===== src/rtl/matrix_loader.sv =====
// matrix_loader: column writer for the 32x16 dot-matrix display driver.
// Latency: host write accepted at edge k -> SETUP k+1, LOAD high k+2, HOLD k+3, ready again k+4.
// Backpressure: wr_ready is registered and low while a transaction runs or a scroll step is due.
//
// Ports:
//   Divided_CLK          block clock, all logic on posedge
//   RESET                synchronous active-high reset
//   wr_valid/wr_ready    host write handshake (wr_ready registered)
//   wr_id, wr_data       logical column index and its 16-bit pixel pattern
//   scroll_en            enables the scroll tick counter
//   column_id, in_column physical column address and data to the display driver
//   LOAD                 write strobe, driver captures on its rising edge
//   busy                 high whenever the FSM is not in IDLE
module matrix_loader #(
  parameter int SCROLL_DIV = 64
) (
  input  logic        Divided_CLK,
  input  logic        RESET,
  input  logic        wr_valid,
  output logic        wr_ready,
  input  logic [4:0]  wr_id,
  input  logic [15:0] wr_data,
  input  logic        scroll_en,
  output logic [4:0]  column_id,
  output logic [15:0] in_column,
  output logic        LOAD,
  output logic        busy
);

  localparam int CW = (SCROLL_DIV > 1) ? $clog2(SCROLL_DIV) : 1;
  localparam logic [CW-1:0] CNT_MAX = CW'(SCROLL_DIV - 1);

  typedef enum logic [1:0] {IDLE, SETUP, STROBE, HOLD} state_t;

  state_t        state, state_nxt;
  logic          sweep_mode, sweep_mode_nxt;
  logic [4:0]    p_idx, p_idx_nxt;
  logic [4:0]    offset, offset_nxt;
  logic          pending, pending_nxt;
  logic [CW-1:0] tick_cnt, tick_cnt_nxt;
  logic [4:0]    col_q, col_nxt;
  logic [15:0]   dat_q, dat_nxt;
  logic          wr_ready_q, wr_ready_nxt;
  logic [15:0]   shadow [32];

  logic          accept;
  logic          tick;
  logic          host_start;
  logic [4:0]    p_inc;
  logic [4:0]    rd_idx;

  assign accept = wr_valid & wr_ready_q;
  assign tick   = scroll_en & (tick_cnt == CNT_MAX);
  assign p_inc  = p_idx + 5'd1;

  // wr_ready is only ever high in IDLE with nothing pending, so an accept
  // always launches a host transaction; the pending check is belt and braces.
  assign host_start = (state == IDLE) & ~pending & accept;

  always_comb begin
    state_nxt      = state;
    sweep_mode_nxt = sweep_mode;
    p_idx_nxt      = p_idx;
    offset_nxt     = offset;
    pending_nxt    = pending;
    col_nxt        = col_q;
    dat_nxt        = dat_q;
    rd_idx         = 5'd0;
    tick_cnt_nxt   = '0;

    if (scroll_en) begin
      tick_cnt_nxt = tick ? '0 : tick_cnt + 1'b1;
    end

    unique case (state)
      IDLE: begin
        if (pending) begin
          // Sweep start: advance the scroll offset first, column 0 already
          // shows the rotated image.
          state_nxt      = SETUP;
          sweep_mode_nxt = 1'b1;
          offset_nxt     = offset + 5'd1;
          p_idx_nxt      = 5'd0;
          pending_nxt    = 1'b0;
          rd_idx         = offset + 5'd1;
          col_nxt        = 5'd0;
          dat_nxt        = shadow[rd_idx];
        end else if (host_start) begin
          // Logical column l sits at physical (l - offset) mod 32.
          state_nxt      = SETUP;
          sweep_mode_nxt = 1'b0;
          col_nxt        = wr_id - offset;
          dat_nxt        = wr_data;
        end
      end
      SETUP:  state_nxt = STROBE;
      STROBE: state_nxt = HOLD;
      HOLD: begin
        if (sweep_mode && (p_idx != 5'd31)) begin
          // Next sweep column follows immediately, no IDLE gap.
          state_nxt = SETUP;
          p_idx_nxt = p_inc;
          rd_idx    = p_inc + offset;
          col_nxt   = p_inc;
          dat_nxt   = shadow[rd_idx];
        end else begin
          state_nxt      = IDLE;
          sweep_mode_nxt = 1'b0;
        end
      end
      default: state_nxt = IDLE;
    endcase

    // A tick on the sweep-start edge belongs to the next step, so set wins
    // over clear; repeated ticks simply coalesce.
    if (tick) begin
      pending_nxt = 1'b1;
    end

    wr_ready_nxt = (state_nxt == IDLE) & ~pending_nxt;
  end

  always_ff @(posedge Divided_CLK) begin
    if (RESET) begin
      state      <= IDLE;
      sweep_mode <= 1'b0;
      p_idx      <= 5'd0;
      offset     <= 5'd0;
      pending    <= 1'b0;
      tick_cnt   <= '0;
      col_q      <= 5'd0;
      dat_q      <= 16'd0;
      wr_ready_q <= 1'b0;
    end else begin
      state      <= state_nxt;
      sweep_mode <= sweep_mode_nxt;
      p_idx      <= p_idx_nxt;
      offset     <= offset_nxt;
      pending    <= pending_nxt;
      tick_cnt   <= tick_cnt_nxt;
      col_q      <= col_nxt;
      dat_q      <= dat_nxt;
      wr_ready_q <= wr_ready_nxt;
    end
  end

  // Shadow image is indexed by logical column; only host writes touch it,
  // and those cannot happen during a sweep.
  always_ff @(posedge Divided_CLK) begin
    if (RESET) begin
      for (int i = 0; i < 32; i++) begin
        shadow[i] <= 16'd0;
      end
    end else if (host_start) begin
      shadow[wr_id] <= wr_data;
    end
  end

  assign wr_ready  = wr_ready_q;
  assign column_id = col_q;
  assign in_column = dat_q;
  assign LOAD      = (state == STROBE);
  assign busy      = (state != IDLE);

endmodule


===== config.mk =====
export PLATFORM = sky130hd
export DESIGN_NAME = matrix_loader
export DESIGN_NICKNAME = d
export VERILOG_FILES = /design/src/rtl/matrix_loader.sv
export SDC_FILE = /design/constraint.sdc
export NUM_CORES = 1
export LEC_CHECK = 0
export BUFFER_PORTS_ARGS = -buffer_cell sky130_fd_sc_hd__buf_2
export CORE_MARGIN = 2
export CORE_UTILIZATION = 57
export DETAILED_ROUTE_END_ITERATION = 16
export PLACE_DENSITY = 0.83
export SLEW_MARGIN = 40
export SYNTH_ARGS = -nofsm -noshare
export SYNTH_HDL_FRONTEND = slang
export SYNTH_SLANG_ARGS = --single-unit

===== constraint.sdc =====
create_clock -name Divided_CLK -period 3.1 [get_ports Divided_CLK]
set_input_delay 0.465 -clock Divided_CLK [delete_from_list [all_inputs] [get_ports Divided_CLK]]
set_output_delay 0.465 -clock Divided_CLK [all_outputs]
set_load 0.02 [all_outputs]

Word level (Yosys, flattened, before mapping)
Memory sizes are Yosys's and may differ from the RTL's. Cells that the tools add are included.

Memories kept: 1. Bits in registers: 42. Output and inout bits: 24. Input port bits: 25. Bits in writable memories: 512. Logic and storage cells: 71.

Equal/unequal tests: 9. Add/subtract/negate cells: 5. Muxes and demuxes: 28. Reduce and logical (&&, ||, !) cells: 11. Bitwise logic cells: 8.

Memory list: shadow (words 32, bits a word 16, read ports 2, clocked after memory_dff 0, write ports 32, RTL line 44) `logic [15:0] shadow [32];`.

Operators with widths (count): $mux W16 (4); $pmux W16 S2 (1); $mux W5 (5); $pmux W5 S2 (2); $reduce_or A16 Y1 (1); $mux W1 (12); $add A5 B1 Y5 const B (2); $reduce_and A3 Y1 (3); $pmux W2 S4 (1); $add A6 B1 Y6 const B (1); $eq A6 B6 Y1 const B (1); $ne A2 B2 Y1 const B (3); $add A5 B5 Y5 (1); $and A1 B1 Y1 (5); $ne A5 B5 Y1 const B (1); $sub A5 B5 Y5 (1); $eq A2 B2 Y1 const B (2); $logic_not A2 Y1 (2); $mux W2 (2); $reduce_bool A2 Y1 (2); $ne A3 B3 Y1 const B (1); $not A1 Y1 (3); $reduce_or A3 Y1 (1); $eq A2 B1 Y1 const B (1); other kinds (3) (3).

Longest topological paths before layout
Gate-level depths: netlist of run 1.

Depth after elaboration: 8. Depth in mapped cells: 12. Gate-level depth less buffers: 9.

Least setup slack after synthesis of run 1
No wires, ideal clock.

Path kind: register to register. Start: register p_idx[0]. End: register dat_q[13], in the netlist in_column[13]. Setup slack: 0.288 ns. Data required time: 2.970 ns. Library setup time: 0.130 ns. Buffers on the path: 2. Arrival: 2.682 ns. Stages on the path, launching flop included: 9. Clock period less this slack: 2.812 ns. Path through: dfxtp_1 > ha_1 > fa_1 > buf_4 > clkbuf_1 > mux4_2 > mux4_2 > o2bb2ai_1 > o31ai_1.

Longest elaborated chain between the ends: 5. Elaborated cells between the ends (all ways): 9. Those cells by class: add/sub: 2; eq/ne: 2; mux: 2; reduce/logical: 2; memory: 1.

Ends and longest elaborated chain: start, declared (RTL line 37) `logic [4:0] p_idx, p_idx_nxt;`; start signal, assigned (RTL line 137) `p_idx <= p_idx_nxt;`; $add A5 B1 Y5 (RTL line 54) `assign p_inc = p_idx + 5'd1;`; $add A5 B5 Y5 (RTL line 103) `rd_idx = p_inc + offset;`; $mem_v2 Z32 W16; $mux W16 (RTL line 99) `if (sweep_mode && (p_idx != 5'd31)) begin`; $pmux W16 S2 (RTL line 75) `unique case (state)`; end signal, assigned (RTL line 142) `dat_q <= dat_nxt;`; end, declared (RTL line 42) `logic [15:0] dat_q, dat_nxt;`.

Parallel ways exist; a longest one is shown, timed or not. The select of a mux whose other input is x is not followed. A chain may end at the register's enable or synchronous reset.

Worst setup path in the final report of run 1
Start: register p_idx[0]. End: register dat_q[8], in the netlist in_column[8].

The elaborated chain is that of the path after synthesis.

==> flow_metrics.env, run 1 <==
export IMPL_status="complete, but fails checks"
export IMPL_failed_checks="negative setup slack"
export IMPL_pin_count_of_the_biggest_net_entering_global_routing=52
export IMPL_crit_fanout=7
export IMPL_critPathTopFamily="adder cells"
export IMPL_cts_max_level=2
export IMPL_sequentialPowerShare_pct=48.4
export IMPL_timing_critical_path_required_ns=3.60
export IMPL_critPathLaunchType="flop"
export IMPL_cap_violations=0
export IMPL_area_growth_syn_to_layout_pct=14.7
export IMPL_critPathKind="flop to flop"
export IMPL_netSwitchingPower_mw=4.81
export IMPL_fp_row_count=84
export IMPL_r2r_worst_path_cells=10
export IMPL_max_clock_path_buffers=3
export IMPL_routed_via_density=7.01
export IMPL_wirelength_mm=94.2
export IMPL_effective_utilization_at_floorplan_pct=57.5
export IMPL_critical_path_slowest_cell="sky130_fd_sc_hd__fa_4"
export IMPL_clock_fmax_mhz=317
export IMPL_grt_setup_unrepaired="yes"
export IMPL_io_pin_count=49
export IMPL_post_route_drc_count=0
export IMPL_post_place_cells=2941
export IMPL_postSynthRegisterBits=554
export IMPL_hpwl_detailed_mm=62.0
export IMPL_tritoncts_clock_tree="yes"
export IMPL_min_from="scroll_en"
export IMPL_netlist_instances=2221
export IMPL_cp_end_kind="flop"
export IMPL_initial_antenna_violation_count=5
export IMPL_netlist_cell_type_count=64
export IMPL_power_ir_vdd_worst_uv=436
export IMPL_clkPwrFrac_pct=38.8
export IMPL_postSynth_topFlopCell="sky130_fd_sc_hd__edfxtp_1"
export IMPL_path_type_of_the_worst_min_delay_path="primary input to flop"
export IMPL_reg2reg_from="p_idx[0]"
export IMPL_power_leakage_nw=12.5
export IMPL_fin_crit_ns=3.16
export IMPL_power_density_nw_per_um2=528
export IMPL_finalNonFillerCells=3067
export IMPL_holdPathEnd="tick_cnt[4]"
export IMPL_numClockSinks=554
export IMPL_clk_pin_slew_ns=0.06
export IMPL_syn_nets=2264
export IMPL_period_share_pct=102
export IMPL_drt_pass1_iterations=6
export IMPL_hold_slack_ns=0.119
export IMPL_post_cts_hold_buffer_count=0
export IMPL_sw_frac_of_total_pct=26.3
export IMPL_via_count=21496
export IMPL_port_buffers=48
export IMPL_postSynthAreaPerCell_um2=13.6
export IMPL_clk_skew_ns=0.0190
export IMPL_design_area_um2=34600
export IMPL_grt_pass1_vias=21179
export IMPL_ctsRootBufferMaster="sky130_fd_sc_hd__clkbuf_16"
export IMPL_drive_gt1_share_pct=28.1
export IMPL_chipWidth_um=234
export IMPL_cp_num_buf_inv=3
export IMPL_critical_path_cell_chain="inv_4 -> ha_4 -> fa_4 -> buf_12 -> buf_16 -> mux4_2 -> mux2i_4 -> nor4_2 -> a221oi_1 -> a311oi_1"
export IMPL_route_antenna_remaining_nets=0
export IMPL_tightestPinTransition_ns=0.848
export IMPL_clkLatencyLatePin_ns=0.63
export IMPL_die_h_um=234
export IMPL_layout_cells_most_common_list="sky130_fd_sc_hd__and2_1 (515), sky130_fd_sc_hd__edfxtp_1 (512), sky130_fd_sc_hd__mux4_2 (247)"
export IMPL_number_of_synthesized_flops_with_an_enable_pin=512
export IMPL_floorplan_die_area_um2=54700
export IMPL_slew_limit_headroom_pct=43.5
export IMPL_grt_total_usage_pct=35.1
export IMPL_worstHoldPathCells=2
export IMPL_cp_depth=10
export IMPL_synthesis_warning_total=0
export IMPL_regToRegEndpoint="in_column[8]"
export IMPL_final_nets=2372
export IMPL_dr_first_iter_drc_count=3583
export IMPL_dpl_instance_area_um2=32300
export IMPL_timing_max_transition_violations_final=0
export IMPL_core_um2=52400
export IMPL_layout_cells_most_common="sky130_fd_sc_hd__and2_1"
export IMPL_internal_power_mw=13.5
export IMPL_worst_path_largest_cell_delay_ns=0.87
export IMPL_synthArstFlopShare_pct=0
export IMPL_synthesis_area_um2=30100
export IMPL_r2r_setup_slack_ns=-0.06
export IMPL_post_drt_wl_per_cell_um=30.7
export IMPL_grt_pass1_wl_mm=139
export IMPL_routabilityCongestion=0.996
export IMPL_fillerInstances=3558
export IMPL_p_comb_share_pct=12.8
export IMPL_final_hold_viol_count=0
export IMPL_final_setup_viol_count=7
export IMPL_arrival_ns=3.66
export IMPL_final_critical_path_setup_slack_ns=-0.0591
export IMPL_cts_inserted_buffers=59
export IMPL_synth_seq_area_share_pct=53.8
export IMPL_grt_remaining_overflow=0
-- worst register-to-register path: stages, from the launching register on --
cell and delay, ns:
sky130_fd_sc_hd__dfxtp_4 0.39, sky130_fd_sc_hd__inv_4 0.05, sky130_fd_sc_hd__ha_4 0.16, sky130_fd_sc_hd__fa_4 0.88
sky130_fd_sc_hd__buf_12 0.18, sky130_fd_sc_hd__buf_16 0.16, sky130_fd_sc_hd__mux4_2 0.52, sky130_fd_sc_hd__mux2i_4 0.23
sky130_fd_sc_hd__nor4_2 0.06, sky130_fd_sc_hd__a221oi_1 0.27, sky130_fd_sc_hd__a311oi_1 0.14
-- synth_stat cells, types with 7 or more instances --
library cell,number,area share (%)
sky130_fd_sc_hd__buf_4,13,0.32
sky130_fd_sc_hd__ha_1,16,0.66
sky130_fd_sc_hd__o21ai_0,31,0.51
sky130_fd_sc_hd__nand3_1,94,1.6
sky130_fd_sc_hd__nor2_1,78,0.97
sky130_fd_sc_hd__clkbuf_1,117,1.5
sky130_fd_sc_hd__nor3_1,9,0.15
sky130_fd_sc_hd__mux2i_1,30,1.0
sky130_fd_sc_hd__o21a_1,7,0.17
sky130_fd_sc_hd__dfxtp_1,42,2.8
sky130_fd_sc_hd__edfxtp_1,512,51
sky130_fd_sc_hd__nand4_1,8,0.17
sky130_fd_sc_hd__nand2b_1,7,0.15
sky130_fd_sc_hd__and2_1,515,11
sky130_fd_sc_hd__xnor2_1,13,0.38
sky130_fd_sc_hd__a32oi_1,18,0.52
sky130_fd_sc_hd__mux4_2,247,18
sky130_fd_sc_hd__inv_1,15,0.19
sky130_fd_sc_hd__buf_2,48,0.80
sky130_fd_sc_hd__a22oi_1,8,0.20
sky130_fd_sc_hd__nor2b_1,10,0.21
sky130_fd_sc_hd__mux2_2,14,0.52
sky130_fd_sc_hd__a221oi_1,9,0.26
sky130_fd_sc_hd__buf_1,11,0.14
sky130_fd_sc_hd__or2_2,32,0.66
sky130_fd_sc_hd__nand2_1,168,2.1
sky130_fd_sc_hd__a31oi_1,15,0.31
sky130_fd_sc_hd__a311oi_1,7,0.20
sky130_fd_sc_hd__a41o_1,7,0.23
sky130_fd_sc_hd__nor4_1,7,0.15
sky130_fd_sc_hd__a21oi_1,35,0.58
-- layer usage --
layer	global-route usage, %	vias to the layer above	share of wire [%]
met5	0	-	0.039
met4	19.1	6	6.1
met3	8.51	367	14
met2	53.8	1887	46
met1	46.8	10656	34
li1	-	8580	-
-- repair_timing --
| item | CTS | global route |
|---|---|---|
| pin swaps | 4 | 9 |
| gates resized for setup | 28 | 17 |
| buffers inserted | 9 | 3 |
| setup endpoints to repair | 14 | 16 |
| cloned | 6 | 1 |
-- layout make-up --
type | count | area (um2) | share of cell area, %
inverters | 15 | 58.8 | 0.170
diodes | 2 | 5.00 | 0.0145
clock inverters | 40 | 379 | 1.10
clock buffers | 69 | 1510 | 4.38
flip-flops and latches | 554 | 16200 | 46.9
well taps | 688 | 861 | 2.49
multi-input cells | 1460 | 13200 | 38.3
repair buffers | 239 | 2310 | 6.67
-- logic make-up (layout without fill, tap and decap cells) --
group                      count (synthesis)  after routing  share of synthesized area (%)
and+or+nand+nor                          954            954                           17.6
DFF                                      554            554                           53.8
muxes                                    291            291                           20.0
buffers and inverters                    207            363                           3.01
AOI/OAI and AO/OA                        176            176                           4.09
xor gates and xnor gates                  21             21                          0.722
adders and majority gates                 18             18                          0.797
other                                      0              2                              0
-- power groups by stage --
stage | Sequential (mW) | Combinational, mW | Clock, mW
after global placement | 8.93 | 2.18 | 0
after floorplan | 8.97 | 1.27 | 0
after CTS | 8.81 | 2.28 | 7.08
final | 8.85 | 2.34 | 7.09
after global routing | 8.86 | 2.45 | 7.37
after detailed placement | 8.96 | 2.22 | 0
-- per-stage QoR --
step | power [mW] | setup TNS, ns | utilization (%) | setup slack (ns)
floorplan | 10.2 | 0 | - | 0.288
global placement | 11.1 | -1.41 | 61.5 | -0.240
detailed placement | 11.2 | -1.69 | 61.5 | -0.296
CTS | 18.2 | -0.0191 | 65.9 | -0.0131
global route | 18.7 | -0.405 | 65.9 | -0.0764
finish | 18.3 | -0.176 | 65.9 | -0.0591
-- flip-flops by register name, summed over array words and instances (netlist names) --
signal and count:
shadow 512, in_column 16, tick_cnt 6, column_id 5
offset 5, p_idx 5, state 2, pending 1
sweep_mode 1, wr_ready 1
-- worst max path at each step --
stage                         from       endpoint  slack (ns)
after global routing      p_idx[0]   in_column[9]       -0.08
after CTS                 p_idx[0]   in_column[8]       -0.01
after detailed placement  p_idx[0]   in_column[8]       -0.30
after floorplan           p_idx[0]  in_column[13]        0.29
after global placement    p_idx[0]   in_column[8]       -0.24
final                     p_idx[0]   in_column[8]       -0.06
Power figures use the tool's default switching activity.
==> run 2: changes to the inputs <==
--- a/config.mk
+++ b/config.mk
@@ -8,6 +8,7 @@
 export BUFFER_PORTS_ARGS = -buffer_cell sky130_fd_sc_hd__buf_2
 export CORE_MARGIN = 2
 export CORE_UTILIZATION = 57
+export CTS_BUF_LIST = sky130_fd_sc_hd__clkbuf_16
 export DETAILED_ROUTE_END_ITERATION = 16
 export PLACE_DENSITY = 0.83
 export SLEW_MARGIN = 40
==> flow_metrics.env, run 2 (synthesis gave the netlist of run 1 again) <==
export IMPL_status="complete, but fails checks"
export IMPL_failed_checks="negative setup slack"
export IMPL_totalPowerFinal_mw=18.2
export IMPL_reg2reg_from="p_idx[0]"
export IMPL_startpoint="p_idx[0]"
export IMPL_final_hold_viol_count=0
export IMPL_port_buffers=48
export IMPL_routed_wl_met3_mm=12.5
export IMPL_min_from="scroll_en"
export IMPL_crit_end="in_column[8]"
export IMPL_critPathLaunchType="flop"
export IMPL_floorplan_die_area_um2=54700
export IMPL_timing_max_transition_violations_final=0
export IMPL_slew_limit_headroom_pct=43.7
export IMPL_clk_pin_slew_ns=0.06
export IMPL_path_type_of_the_worst_min_delay_path="primary input to flop"
export IMPL_initial_antenna_violation_count=5
export IMPL_grt_pass1_vias=21179
export IMPL_post_route_drc_count=0
export IMPL_ctsRootBufferMaster="sky130_fd_sc_hd__clkbuf_16"
export IMPL_clkLatencyLatePin_ns=0.63
export IMPL_area_growth_syn_to_layout_pct=14.7
export IMPL_post_cts_hold_buffer_count=0
export IMPL_tightestPinTransition_ns=0.844
export IMPL_routabilityCongestion=0.996
export IMPL_clk_skew_ns=0.0171
export IMPL_pin_count_of_the_biggest_net_entering_global_routing=52
export IMPL_grt_setup_unrepaired="yes"
export IMPL_dr_first_iter_drc_count=3592
export IMPL_routed_wl_met2_mm=43.4
export IMPL_fin_crit_ns=3.13
export IMPL_via_count=21488
export IMPL_highest_layer="met5"
export IMPL_timing_setup_tns_ns=-0.0555
export IMPL_cts_inserted_buffers=59
export IMPL_post_route_met1_wirelength_mm=32.3
export IMPL_core_um2=52400
export IMPL_hpwl_detailed_mm=62.0
export IMPL_effective_utilization_at_floorplan_pct=57.5
export IMPL_power_density_nw_per_um2=527
export IMPL_timing_critical_path_required_ns=3.60
export IMPL_layout_cells_most_common_list="sky130_fd_sc_hd__and2_1 (515), sky130_fd_sc_hd__edfxtp_1 (512), sky130_fd_sc_hd__mux4_2 (247)"
export IMPL_drt_pass1_iterations=6
export IMPL_crit_fanout=7
export IMPL_cp_end_kind="flop"
export IMPL_numClockSinks=554
export IMPL_max_clock_path_buffers=3
export IMPL_final_nets=2372
export IMPL_critPathKind="flop to flop"
export IMPL_final_critical_path_setup_slack_ns=-0.0292
export IMPL_final_setup_viol_count=4
export IMPL_power_ir_vdd_worst_uv=430
export IMPL_route_antenna_remaining_nets=0
export IMPL_grt_pass1_wl_mm=139
export IMPL_hold_slack_ns=0.119
export IMPL_tritoncts_clock_tree="yes"
export IMPL_r2r_setup_slack_ns=-0.03
export IMPL_arrival_ns=3.63
export IMPL_grt_total_usage_pct=35.1
export IMPL_fp_row_count=84
export IMPL_routed_via_density=7.01
export IMPL_drive_gt1_share_pct=28.1
export IMPL_period_share_pct=101
export IMPL_chipWidth_um=234
export IMPL_layout_cells_most_common="sky130_fd_sc_hd__and2_1"
export IMPL_cap_violations=0
export IMPL_max_reg_flops=512
export IMPL_regToRegEndpoint="in_column[8]"
export IMPL_cts_max_level=2
export IMPL_power_leakage_nw=12.6
export IMPL_wirelength_mm=94.0
export IMPL_r2r_worst_path_cells=10
export IMPL_io_pin_count=49
export IMPL_clock_fmax_mhz=320
export IMPL_post_drt_wl_per_cell_um=30.7
export IMPL_die_h_um=234
export IMPL_max_flop_register="shadow"
export IMPL_grt_remaining_overflow=0
run 2: changes by cell type in the layout (fill, tap and decap cells not counted):
| cell | delta |
|---|---|
| sky130_fd_sc_hd__clkbuf_1 | -10 |
| sky130_fd_sc_hd__inv_1 | +10 |
run 2: power breakdown:
group          total [mW]  internal [mW]  leakage [nW]  switching (mW)
sequential           8.84           8.52          5.63           0.319
combinational        2.34          0.888          5.96            1.45
clock                7.05           4.02         0.966            3.02
run 2: worst min-delay path by stage:
| stage | depth (start not counted) | endpoint | slack [ns] |
|---|---|---|---|
| after global placement | 1 | tick_cnt[0] | 0.43 |
| after global routing | 2 | tick_cnt[4] | 0.13 |
| final | 2 | tick_cnt[4] | 0.12 |
| after detailed placement | 1 | tick_cnt[0] | 0.45 |
| after floorplan | 1 | tick_cnt[0] | 0.42 |
| after CTS | 2 | tick_cnt[4] | 0.10 |
run 2: area by class of cell:
cell class | instances | area [um2]
clock buffer | 59 | 1480
fill | 3558 | 17900
multi-input combinational | 1460 | 13200
tap | 688 | 861
sequential | 554 | 16200
timing repair buffer | 239 | 2310
inverter | 15 | 58.8
clock inverter | 50 | 417
antenna | 2 | 5.00
run 2: stage by stage:
stage / setup slack (ns) / instance area, um2 / std cells / util (%)
finish: -0.0292 / 34600 / 3067 / 65.9
global route: -0.0765 / 34600 / 3066 / 65.9
CTS: -0.0133 / 34600 / 3065 / 65.9
detailed placement: -0.296 / 32300 / 2941 / 61.5
global placement: -0.240 / 32300 / 2941 / 61.5
floorplan: 0.288 / 30100 / 2221 / -
run 2: layer usage:
| layer | up-vias | global-route usage (%) |
|---|---|---|
| li1 | 8579 | - |
| met1 | 10716 | 46.8 |
| met2 | 1824 | 53.8 |
| met3 | 365 | 8.51 |
| met4 | 4 | 19.1 |
| met5 | - | 0 |
run 2: timing repair:
action                     4_1_cts  5_1_grt
setup endpoints to repair       14       16
buffers inserted                 9        3
pin swaps                        4        9
hold endpoints to repair         0        0
cloned                           6        1
resized for setup               28       17
run 2: critical path, cell delays in order (launching register included):
cell and delay [ns]:
sky130_fd_sc_hd__dfxtp_4 0.39, sky130_fd_sc_hd__inv_4 0.05, sky130_fd_sc_hd__ha_4 0.16, sky130_fd_sc_hd__fa_4 0.87
sky130_fd_sc_hd__buf_12 0.18, sky130_fd_sc_hd__buf_16 0.15, sky130_fd_sc_hd__mux4_2 0.52, sky130_fd_sc_hd__mux2i_4 0.23
sky130_fd_sc_hd__nor4_2 0.06, sky130_fd_sc_hd__a221oi_1 0.26, sky130_fd_sc_hd__a311oi_1 0.13
